===== src/rtl/vram_arb_pkg.sv =====
// Shared types and default widths for the VRAM arbiter.
package vram_arb_pkg;

   localparam int unsigned ADDR_W_DEF       = 15;
   localparam int unsigned DATA_W_DEF       = 32;
   localparam int unsigned STARVE_LIMIT_DEF = 8;

   typedef enum logic [1:0] {IDLE, ACK, RECOVER} cpu_state_t;
   typedef enum logic [1:0] {GNT_NONE, GNT_DISP, GNT_CPU} grant_t;

endpackage


===== src/rtl/vram_arbiter.sv =====
// Arbitrates one single-port synchronous-read VRAM between display scanout
// (fixed priority) and a CPU bus slave, with a starvation guard for the CPU.
module vram_arbiter
   import vram_arb_pkg::*;
#(
   parameter int unsigned ADDR_W       = ADDR_W_DEF,
   parameter int unsigned DATA_W       = DATA_W_DEF,
   parameter int unsigned STARVE_LIMIT = STARVE_LIMIT_DEF
) (
   input  logic                  clk,
   input  logic                  reset_i,
   input  logic                  cpu_sel_i,
   input  logic                  cpu_wr_en_i,
   input  logic [DATA_W/8-1:0]   cpu_wr_mask_i,
   input  logic [ADDR_W-1:0]     cpu_address_in_i,
   input  logic [DATA_W-1:0]     cpu_data_in_i,
   output logic [DATA_W-1:0]     cpu_data_out_o,
   output logic                  cpu_ack_o,
   input  logic                  disp_req_i,
   input  logic [ADDR_W-1:0]     disp_addr_i,
   output logic                  disp_gnt_o,
   output logic                  disp_rvalid_o,
   output logic [DATA_W-1:0]     disp_rdata_o,
   output logic [ADDR_W-1:0]     mem_addr_o,
   output logic                  mem_wr_en_o,
   output logic [DATA_W/8-1:0]   mem_wr_mask_o,
   output logic [DATA_W-1:0]     mem_data_o,
   input  logic [DATA_W-1:0]     mem_data_i
);

   localparam int unsigned CNT_W = $clog2(STARVE_LIMIT + 1);

   cpu_state_t          r_state;
   logic [CNT_W-1:0]    r_starve;
   logic                r_ack_wr;
   logic                r_rvalid;
   logic [DATA_W-1:0]   r_cpu_hold;
   logic [DATA_W-1:0]   r_disp_hold;

   grant_t              w_grant;
   logic                w_cpu_elig;
   logic                w_force;

   // Grant decision; reset masks every grant so no write can slip through.
   always_comb begin
      w_cpu_elig = (r_state == IDLE) && cpu_sel_i;
      w_force    = w_cpu_elig && (r_starve == CNT_W'(STARVE_LIMIT));
      w_grant    = GNT_NONE;
      if (!reset_i) begin
         if (disp_req_i && !w_force) begin
            w_grant = GNT_DISP;
         end else if (w_cpu_elig) begin
            w_grant = GNT_CPU;
         end
      end
   end

   // Memory port follows the grant; idle cycles prefetch the display address.
   always_comb begin
      mem_addr_o    = disp_addr_i;
      mem_wr_en_o   = 1'b0;
      mem_wr_mask_o = '0;
      mem_data_o    = cpu_data_in_i;
      if (w_grant == GNT_CPU) begin
         mem_addr_o    = cpu_address_in_i;
         mem_wr_en_o   = cpu_wr_en_i;
         mem_wr_mask_o = cpu_wr_mask_i;
      end
   end

   assign disp_gnt_o = (w_grant == GNT_DISP);

   always_ff @(posedge clk or posedge reset_i) begin
      if (reset_i) begin
         r_state     <= IDLE;
         r_starve    <= '0;
         r_ack_wr    <= 1'b0;
         r_rvalid    <= 1'b0;
         r_cpu_hold  <= '0;
         r_disp_hold <= '0;
      end else begin
         r_rvalid <= (w_grant == GNT_DISP);
         if (r_rvalid) begin
            r_disp_hold <= mem_data_i;
         end
         if ((r_state == ACK) && !r_ack_wr) begin
            r_cpu_hold <= mem_data_i;
         end

         case (r_state)
            IDLE: begin
               if (w_grant == GNT_CPU) begin
                  r_state  <= ACK;
                  r_ack_wr <= cpu_wr_en_i;
               end
            end
            ACK:     r_state <= RECOVER;
            RECOVER: r_state <= IDLE;
            default: r_state <= IDLE;
         endcase

         if (w_grant == GNT_CPU) begin
            r_starve <= '0;
         end else if (w_cpu_elig) begin
            if (r_starve != CNT_W'(STARVE_LIMIT)) begin
               r_starve <= r_starve + CNT_W'(1);
            end
         end else begin
            r_starve <= '0;
         end
      end
   end

   // The BRAM output register supplies data in the response cycle; the hold
   // registers keep the read buses stable outside of it (and across write acks).
   assign cpu_ack_o      = (r_state == ACK);
   assign cpu_data_out_o = ((r_state == ACK) && !r_ack_wr) ? mem_data_i : r_cpu_hold;
   assign disp_rvalid_o  = r_rvalid;
   assign disp_rdata_o   = r_rvalid ? mem_data_i : r_disp_hold;

endmodule


===== config.mk =====
export PLATFORM = sky130hd
export DESIGN_NAME = vram_arbiter
export DESIGN_NICKNAME = d
export VERILOG_FILES = /design/src/rtl/vram_arb_pkg.sv /design/src/rtl/vram_arbiter.sv
export SDC_FILE = /design/constraint.sdc
export NUM_CORES = 1
export LEC_CHECK = 0
export BUFFER_PORTS_ARGS = -buffer_cell sky130_fd_sc_hd__buf_2
export CAP_MARGIN = 40
export CELL_PAD_IN_SITES_DETAIL_PLACEMENT = 0
export CELL_PAD_IN_SITES_GLOBAL_PLACEMENT = 1
export CORE_MARGIN = 8
export CORE_UTILIZATION = 33
export DETAILED_ROUTE_END_ITERATION = 12
export PLACE_DENSITY_LB_ADDON = 0.25
export SYNTH_ARGS = -nofsm -noshare
export SYNTH_HDL_FRONTEND = slang
export SYNTH_SLANG_ARGS = --single-unit
export TNS_END_PERCENT = 20

===== constraint.sdc =====
create_clock -name clk -period 7.8 [get_ports clk]
set_input_delay 1.56 -clock clk [delete_from_list [all_inputs] [get_ports clk]]
set_output_delay 1.56 -clock clk [all_outputs]
set_load 0.02 [all_outputs]

# --- Word-level counts from Yosys, hierarchy flattened ---
# Index checks and enable logic that the tools add are counted.
op_classes:
  addsub: 1
  eq_ne: 7
  mux: 13
  reduce_logical: 8
op_table:
  columns: ["op", "n"]
  rows:
  - ["32-bit two-way mux", 2]
  - ["4-bit two-way mux", 4]
  - ["15-bit two-way mux", 1]
  - ["2-bit two-way mux", 4]
  - ["4-bit by 1-bit adder with 4-bit output, second input constant", 1]
  - ["2-bit by 1-bit == test with 1-bit output, second input constant", 2]
  - ["4-bit == test, second input constant", 1]
  - ["1-bit logical AND", 4]
  - ["4-bit inequality test, second input constant", 1]
  - ["2-bit one-hot mux with 2 select lines", 1]
  - ["3-bit by 1-bit inequality test with 1-bit output, second input constant", 1]
  - ["2-bit == test, second input constant", 1]
  - ["1-bit zero test", 2]
  - ["2-bit zero test", 1]
  - ["2-bit by 1-bit inequality test with 1-bit output, second input constant", 1]
  - ["2-bit AND reduction", 1]
  - ["1-bit two-way mux", 1]
totals:
  ff_bits: 72
  inputBits: 103
  out_inout_bits: 119
  word_cells: 35

# --- Depth between registers and ports, before layout ---
# Gate-level depths: netlist of the first run.
depth:
  ltp_word: 10
  depth_mapped: 6
  mapped_depth_nobuf: 5

# --- Least setup slack after synthesis of the first run ---
# Ideal clock, no wire load.
synth_timing:
  path_type: "in2out"
  from: "input port reset_i"
  to: "output port disp_gnt_o"
  arrival_ns: 3.725
  required_ns: 6.240
  path_slack_ns: 2.515
  path_stages: 3
  cell_sequence: "clkbuf_1 -> inv_1 -> o211a_1"
synth_between:
  elab_chain_len: 2
synth_rtl:
  columns: ["element", "line", "text"]
  rows:
  - ["from (decl)", "vram_arbiter.sv:11", "input logic reset_i,"]
  - ["2-bit two-way mux", "vram_arbiter.sv:49", "if (!reset_i) begin"]
  - ["2-bit by 1-bit == test with 1-bit output", "vram_arbiter.sv:71", "assign disp_gnt_o = (w_grant == GNT_DISP);"]
  - ["to (decl)", "vram_arbiter.sv:21", "output logic disp_gnt_o,"]
# No other way between the ends.

# --- Worst setup path after layout of the first run ---
layout_timing:
  from: "input port cpu_sel_i"
  to: "output port mem_addr_o[0]"
layout_between:
  elab_chain_len: 8
  word_cells_on_any_way: 9
  cone_classes: "1 x eq/ne; 4 x mux; 4 x reduce/logical"
layout_rtl:
  columns: ["element", "line", "text"]
  rows:
  - ["from (decl)", "vram_arbiter.sv:12", "input logic cpu_sel_i,"]
  - ["1-bit logical AND (*)", "vram_arbiter.sv:46", "w_cpu_elig = (r_state == IDLE) && cpu_sel_i;"]
  - ["1-bit logical AND", "vram_arbiter.sv:47", "w_force = w_cpu_elig && (r_starve == CNT_W'(STARVE_LIMIT));"]
  - ["1-bit zero test", "vram_arbiter.sv:50", "if (disp_req_i && !w_force) begin"]
  - ["1-bit logical AND", "vram_arbiter.sv:50", null]
  - ["2-bit two-way mux (*)", "vram_arbiter.sv:50", null]
  - ["2-bit two-way mux (*)", "vram_arbiter.sv:49", null]
  - ["2-bit == test (*)", "vram_arbiter.sv:64", "if (w_grant == GNT_CPU) begin"]
  - ["15-bit two-way mux (*)", "vram_arbiter.sv:64", null]
  - ["to (decl)", "vram_arbiter.sv:24", "output logic [ADDR_W-1:0] mem_addr_o,"]
# Mark *: on every way between the ends. The rest lies on a longest branch, timed or not.

==> flow_summary.ini, run 1 <==
[detailed_routing]
drt_first_iter_violations = 46
first_pass_iters = 4
vias = 2214
viasPerCell = 4.491
detail_route.drc_violations = 0
antenna_violating_nets_post_route = 0
wl_per_cell_um = 16.81
drt-total-wl_um = 8287

[floorplan]
die_h_um = 114.9
die_width_um = 114.9
placeableCoreArea_um2 = 9639
initial_utilization_pct = 33.48
floorplan_die_area_um2 = 13200
boundaryPins = 222
floorplan.rows = 36

[place]
detailedPlacementHpwl_um = 6432
numPortBuffers = 157
gpl.final_weighted_congestion = 0.7134

[cts]
htree_levels = 3
post_cts_resize_count = 0
clock-sinks = 72
clock_tree.root_cell = clkbuf_8
quantity_of_hold_fixing_buffers_added_after_cts = 0
post_cts.repair.setup_buffers = 0
worst_skew_pair_later_pin_latency_ps = 340
cts_buffer_depth = 2
total_cts_buffers = 9
clkSlewWorstSetupHoldPaths_ps = 70
cts_tree = built

[grt]
grt_first_pass_wirelength_um = 13190
largest_net_degree_at_the_start_of_global_routing = 53
most_used_routing_layer_in_global_routing = met2
via_count_of_the_first_global_routing_pass = 2555
global_route.usage.met1_pct = 14.69
met3_usage_pct = 6.197
grt_util_met2_pct = 20.50
antenna_violations_before_repair = 0
globalRouteTotalUtil_pct = 12.84
grt_overflow = 0

[sta]
finalMaxSlewViolations = 0
fin_crit_ps = 5032
count_of_endpoints_failing_setup_in_the_final_report = 0
finClkSkew_ps = 9.666
hold_slack_ps = 460.8
rsz0062_at_grt = no
fmaxAchievable_mhz = 198.7
totalNegativeSetupSlack_ps = 0
worst_pin_slew_ps = 885.2
fin_crit_sh_pct = 64.51
hold_viol_final = 0
slew_headroom_pct = 40.80

[power]
leakagePower_uw = 0.002047
power.density_cell_area_nw_per_um2 = 302.3
vdd_ir_drop_max_uv = 110.0

[logic_synthesis]
ys_seq_area_share_pct = 55.84
mappedNetlistArea_um2 = 3227
postSynthRegisterBits = 72
netlist-cell-type-count = 24
syn_inst = 227
mappedNetlistNets = 332
syn-mean-instance-area_um2 = 14.22
ys_warn_count = 0

[critical_path]
worstPathCellList = buf_2 -> or3b_1 -> a211oi_4 -> mux2_2 -> buf_2
crit_type = in2out
cp_data_arrival_time_ps = 3470
r2r_start = r_starve[0]
crit_buf_inv = 2
startpoint = cpu_sel_i
critical_path.max_fanout = 22
critPathMostFrequentCell = buf_2
timing.critical_path.required_ps = 6240
startpoint_kind_of_the_worst_setup_timing_path = primary input
max_stage_delay_ps = 790
critical_path_s_top_delay_family = compound AO/OA/AOI/OAI gates
cpMaxStageDelayCell = a211oi_4
worstSetupEndpointType = primary output

[cells_and_area]
multi_input_area_um2 = 1116
area.sequential_um2 = 1802
diodes = 0
post_route_cells_drive_above_1_share_pct = 71.39
fill_cells = 962
final_common_cell = buf_2
flow.area_growth_from_synthesis_pct = 30.52
final_cell_mix = buf_2, mux2_2, dfrtp_1
design.final.nets = 460

[hold_path]
min-delay-path-class = reg2reg
worstHoldStart = r_state[1]

[job]
maximum_capacitance_violations = 0

[run_status]
status = completed
## synthesized netlist by cell type
cell type / instances / area [µm²]
a211oi_4: 1 / 20.02
a21oi_1: 3 / 15.01
and2_1: 5 / 31.28
and3b_1: 1 / 8.760
buf_1: 3 / 11.26
buf_2: 4 / 20.02
buf_4: 32 / 240.2
buf_6: 2 / 22.52
clkbuf_1: 3 / 11.26
dfrtp_1: 72 / 1802
ha_1: 2 / 25.02
inv_1: 3 / 11.26
mux2_1: 1 / 11.26
mux2_2: 79 / 889.6
nand3_1: 3 / 15.01
nand3b_1: 1 / 7.510
nor2b_1: 3 / 18.77
nor3_1: 2 / 10.01
o211a_1: 1 / 10.01
o211ai_1: 2 / 15.01
o21ai_0: 1 / 5.000
or3b_1: 1 / 8.760
xnor2_1: 1 / 8.760
xor2_1: 1 / 8.760
## metrics by stage
step	util [%]	cell area, µm²	total power (µW)	setup slack (ps)	instances
6_report	43.69	4212	1273	2768	493
5_1_grt	43.69	4212	1347	2603	493
4_1_cts	43.69	4212	1300	2735	493
3_5_place_dp	40.99	3951	909.6	2724	477
3_3_place_gp	40.42	3896	898.1	2769	475
2_1_floorplan	-	3227	782.3	2515	227
## routing by layer
layer,wire (µm),vias to the layer above
met5,0,-
met4,108,0
li1,-,1001
met2,3854,134
met3,900,16
met1,3423,1063
## logic make-up (layout without fill, tap and decap cells)
kind of cell | after synthesis | count (layout) | synth area share [%]
buffers and inverters | 47 | 180 | 9.810
DFF | 72 | 72 | 55.84
xor gates and xnor gates | 2 | 2 | 0.5429
and+or+nand+nor | 16 | 16 | 3.102
adders and majority gates | 2 | 2 | 0.7754
muxes | 80 | 80 | 27.92
AOI/OAI and AO/OA | 8 | 8 | 2.016
## worst paths after layout
kind / endpoint / slack [ps] / depth (start not counted)
setup / recovery: mem_addr_o[0] / 2770 / 5
hold / removal: r_state[1] / 460 / 1
setup reg to reg: r_ack_wr / 5520 / 5
hold reg to reg: r_state[1] / 460 / 1
max in group asynchronous: r_cpu_hold[13] / 5910 / 4
min in group asynchronous: r_disp_hold[0] / 1340 / 3
## power by group
group	switching, µW	internal (µW)
combinational	242	162
clock	135	246
sequential	23.4	465
total	401	872
## area by class of cell
cell class,instances,share of cell area (%)
Sequential cell,72,42.78
Tap cell,133,3.951
Inverter,3,0.2674
Clock buffer,11,3.119
Multi-Input combinational cell,108,26.50
Clock inverter,5,3.060
Timing Repair Buffer,161,20.32
## registers in the layout (all words and copies together) (netlist names)
name,flops
r_ack_wr,1
r_disp_hold,32
r_cpu_hold,32
r_state,2
r_starve,4
disp_rvalid_o,1
Power figures use the tool's default switching activity.
==> run 2: changes to the inputs <==
Settings changed: CORE_UTILIZATION 33 to 31.
Clock period 7.8 ns to 4.89 ns, I/O delays scaled along.
==> run 2 against run 1 <==
  * Hold slack worse by 14 ps
  * Power up 59%
  * Worst setup slack worse by 1500 ps
  * Combinational power up 60%
  * Die area up 5.5%
  * Sequential cell count unchanged
  * Wire length down 2.5%
  * Register-to-register slack worse by 2600 ps
  * Critical path type unchanged
==> flow_summary.ini, run 2 (synthesized netlist as in run 1, its figures left out) <==
[place]
detailedPlacementHpwl_um = 6320
numPortBuffers = 157
gpl.final_weighted_congestion = 0.7153
numPlacedInstances = 481

[power]
power.density_cell_area_nw_per_um2 = 480.4
vdd_ir_drop_max_uv = 176.4
power.clock.fraction_pct = 29.8
leakagePower_uw = 0.002051
p_seq_share_pct = 38.3
sw_frac_of_total_pct = 31.39
power.share.combinational_pct = 31.9
p_int_uw = 1392
switching_power_uw = 636.8

[sta]
hold_viol_final = 0
fin_crit_sh_pct = 73.45
worst_pin_slew_ps = 567.8
fin_crit_ps = 3592
hold_slack_ps = 447.0
slew_headroom_pct = 62.07
fmaxAchievable_mhz = 278.4
finClkSkew_ps = 12.11
finalMaxSlewViolations = 0
count_of_endpoints_failing_setup_in_the_final_report = 0
rsz0062_at_grt = no
totalNegativeSetupSlack_ps = 0

[cts]
cts_buffer_depth = 2
quantity_of_hold_fixing_buffers_added_after_cts = 0
clock-sinks = 72
cts_tree = built
htree_levels = 3
total_cts_buffers = 9
post_cts_resize_count = 0
worst_skew_pair_later_pin_latency_ps = 330
clkSlewWorstSetupHoldPaths_ps = 70
clock_tree.root_cell = clkbuf_8
post_cts.repair.setup_buffers = 0

[detailed_routing]
drt-total-wl_um = 8078
viasPerCell = 4.435
wl_per_cell_um = 16.25
detail_route.drc_violations = 0
first_pass_iters = 4
drt_first_iter_violations = 55
antenna_violating_nets_post_route = 0
vias = 2204

[critical_path]
worstPathCellList = buf_2 -> or3b_1 -> a211oi_4 -> buf_8 -> mux2_2 -> buf_2
timing.critical_path.required_ps = 3910
critPathMostFrequentCell = buf_2
max_stage_delay_ps = 460
crit_type = in2out
worstSetupEndpointType = primary output
cp_data_arrival_time_ps = 2610
startpoint_kind_of_the_worst_setup_timing_path = primary input
critical_path.max_fanout = 19
cpMaxStageDelayCell = or3b_1

[floorplan]
boundaryPins = 222
floorplan_die_area_um2 = 13930
die_width_um = 118.0
placeableCoreArea_um2 = 10230
initial_utilization_pct = 31.54
floorplan.rows = 37
die_h_um = 118.0

[cells_and_area]
reg_top3 = r_cpu_hold x32, r_disp_hold x32, r_starve x4
final_common_cell = buf_2
stdcell_count = 497
flow.area_growth_from_synthesis_pct = 30.86
diodes = 0
multi_input_area_um2 = 1116
final_cell_mix = buf_2, mux2_2, dfrtp_1
design.final.nets = 461
fill_cells = 997
post_route_cells_drive_above_1_share_pct = 71.47
area.sequential_um2 = 1802

[hold_path]
min-delay-path-class = reg2reg

[grt]
antenna_violations_before_repair = 0
largest_net_degree_at_the_start_of_global_routing = 39
globalRouteTotalUtil_pct = 12.08
grt_overflow = 0
grt_first_pass_wirelength_um = 13500
via_count_of_the_first_global_routing_pass = 2544

[run_status]
status = completed

[job]
maximum_capacitance_violations = 0
-- run 2: power groups by stage --
stage               sequential (µW)  combinational (µW)  clock (µW)
floorplan                       778                 470           0
global placement                784                 649           0
detailed placement              791                 660           0
CTS                             779                 662         631
global route                    795                 702         658
finish                          777                 646         605
-- run 2: routing by layer --
layer	vias to the layer above	share of wire [%]	track usage (%)
met5	-	0	0
met4	0	0.90	3.923
met3	10	12	7.050
met2	127	45	18.11
met1	1059	42	14.14
li1	1008	-	-
-- run 2: critical path: cells and delay by family --
kind / cells / cell delay [ps]
and+or+nand+nor: 1 / 460
buffers and inverters: 3 / 450
AOI/OAI and AO/OA: 1 / 380
muxes: 1 / 350
-- run 2: area by class of cell --
class	instances	share of cell area (%)
Multi-Input combinational cell	108	26.43
Clock buffer	11	3.111
Tap cell	136	4.030
Clock inverter	5	3.052
Timing Repair Buffer	162	20.44
Inverter	3	0.2667
Sequential cell	72	42.67
-- run 2: metrics by stage --
step	setup slack, ps	total power, µW	area (µm²)	util (%)
CTS	1277	2072	4223	41.27
detailed placement	1281	1451	3963	38.73
global route	1206	2154	4223	41.27
floorplan	769.1	1248	3227	-
finish	1298	2028	4223	41.27
global placement	1005	1433	3900	38.12
-- run 2: final timing paths --
check	start	to	slack, ps	cells after the start
min in group asynchronous	reset_i	r_starve[3]	830	3
min	r_state[1]	r_state[1]	450	1
min reg2reg	r_state[1]	r_state[1]	450	1
max	cpu_sel_i	mem_addr_o[2]	1300	6
max reg2reg	r_starve[0]	r_ack_wr	2880	6
max in group asynchronous	reset_i	r_cpu_hold[26]	3500	4
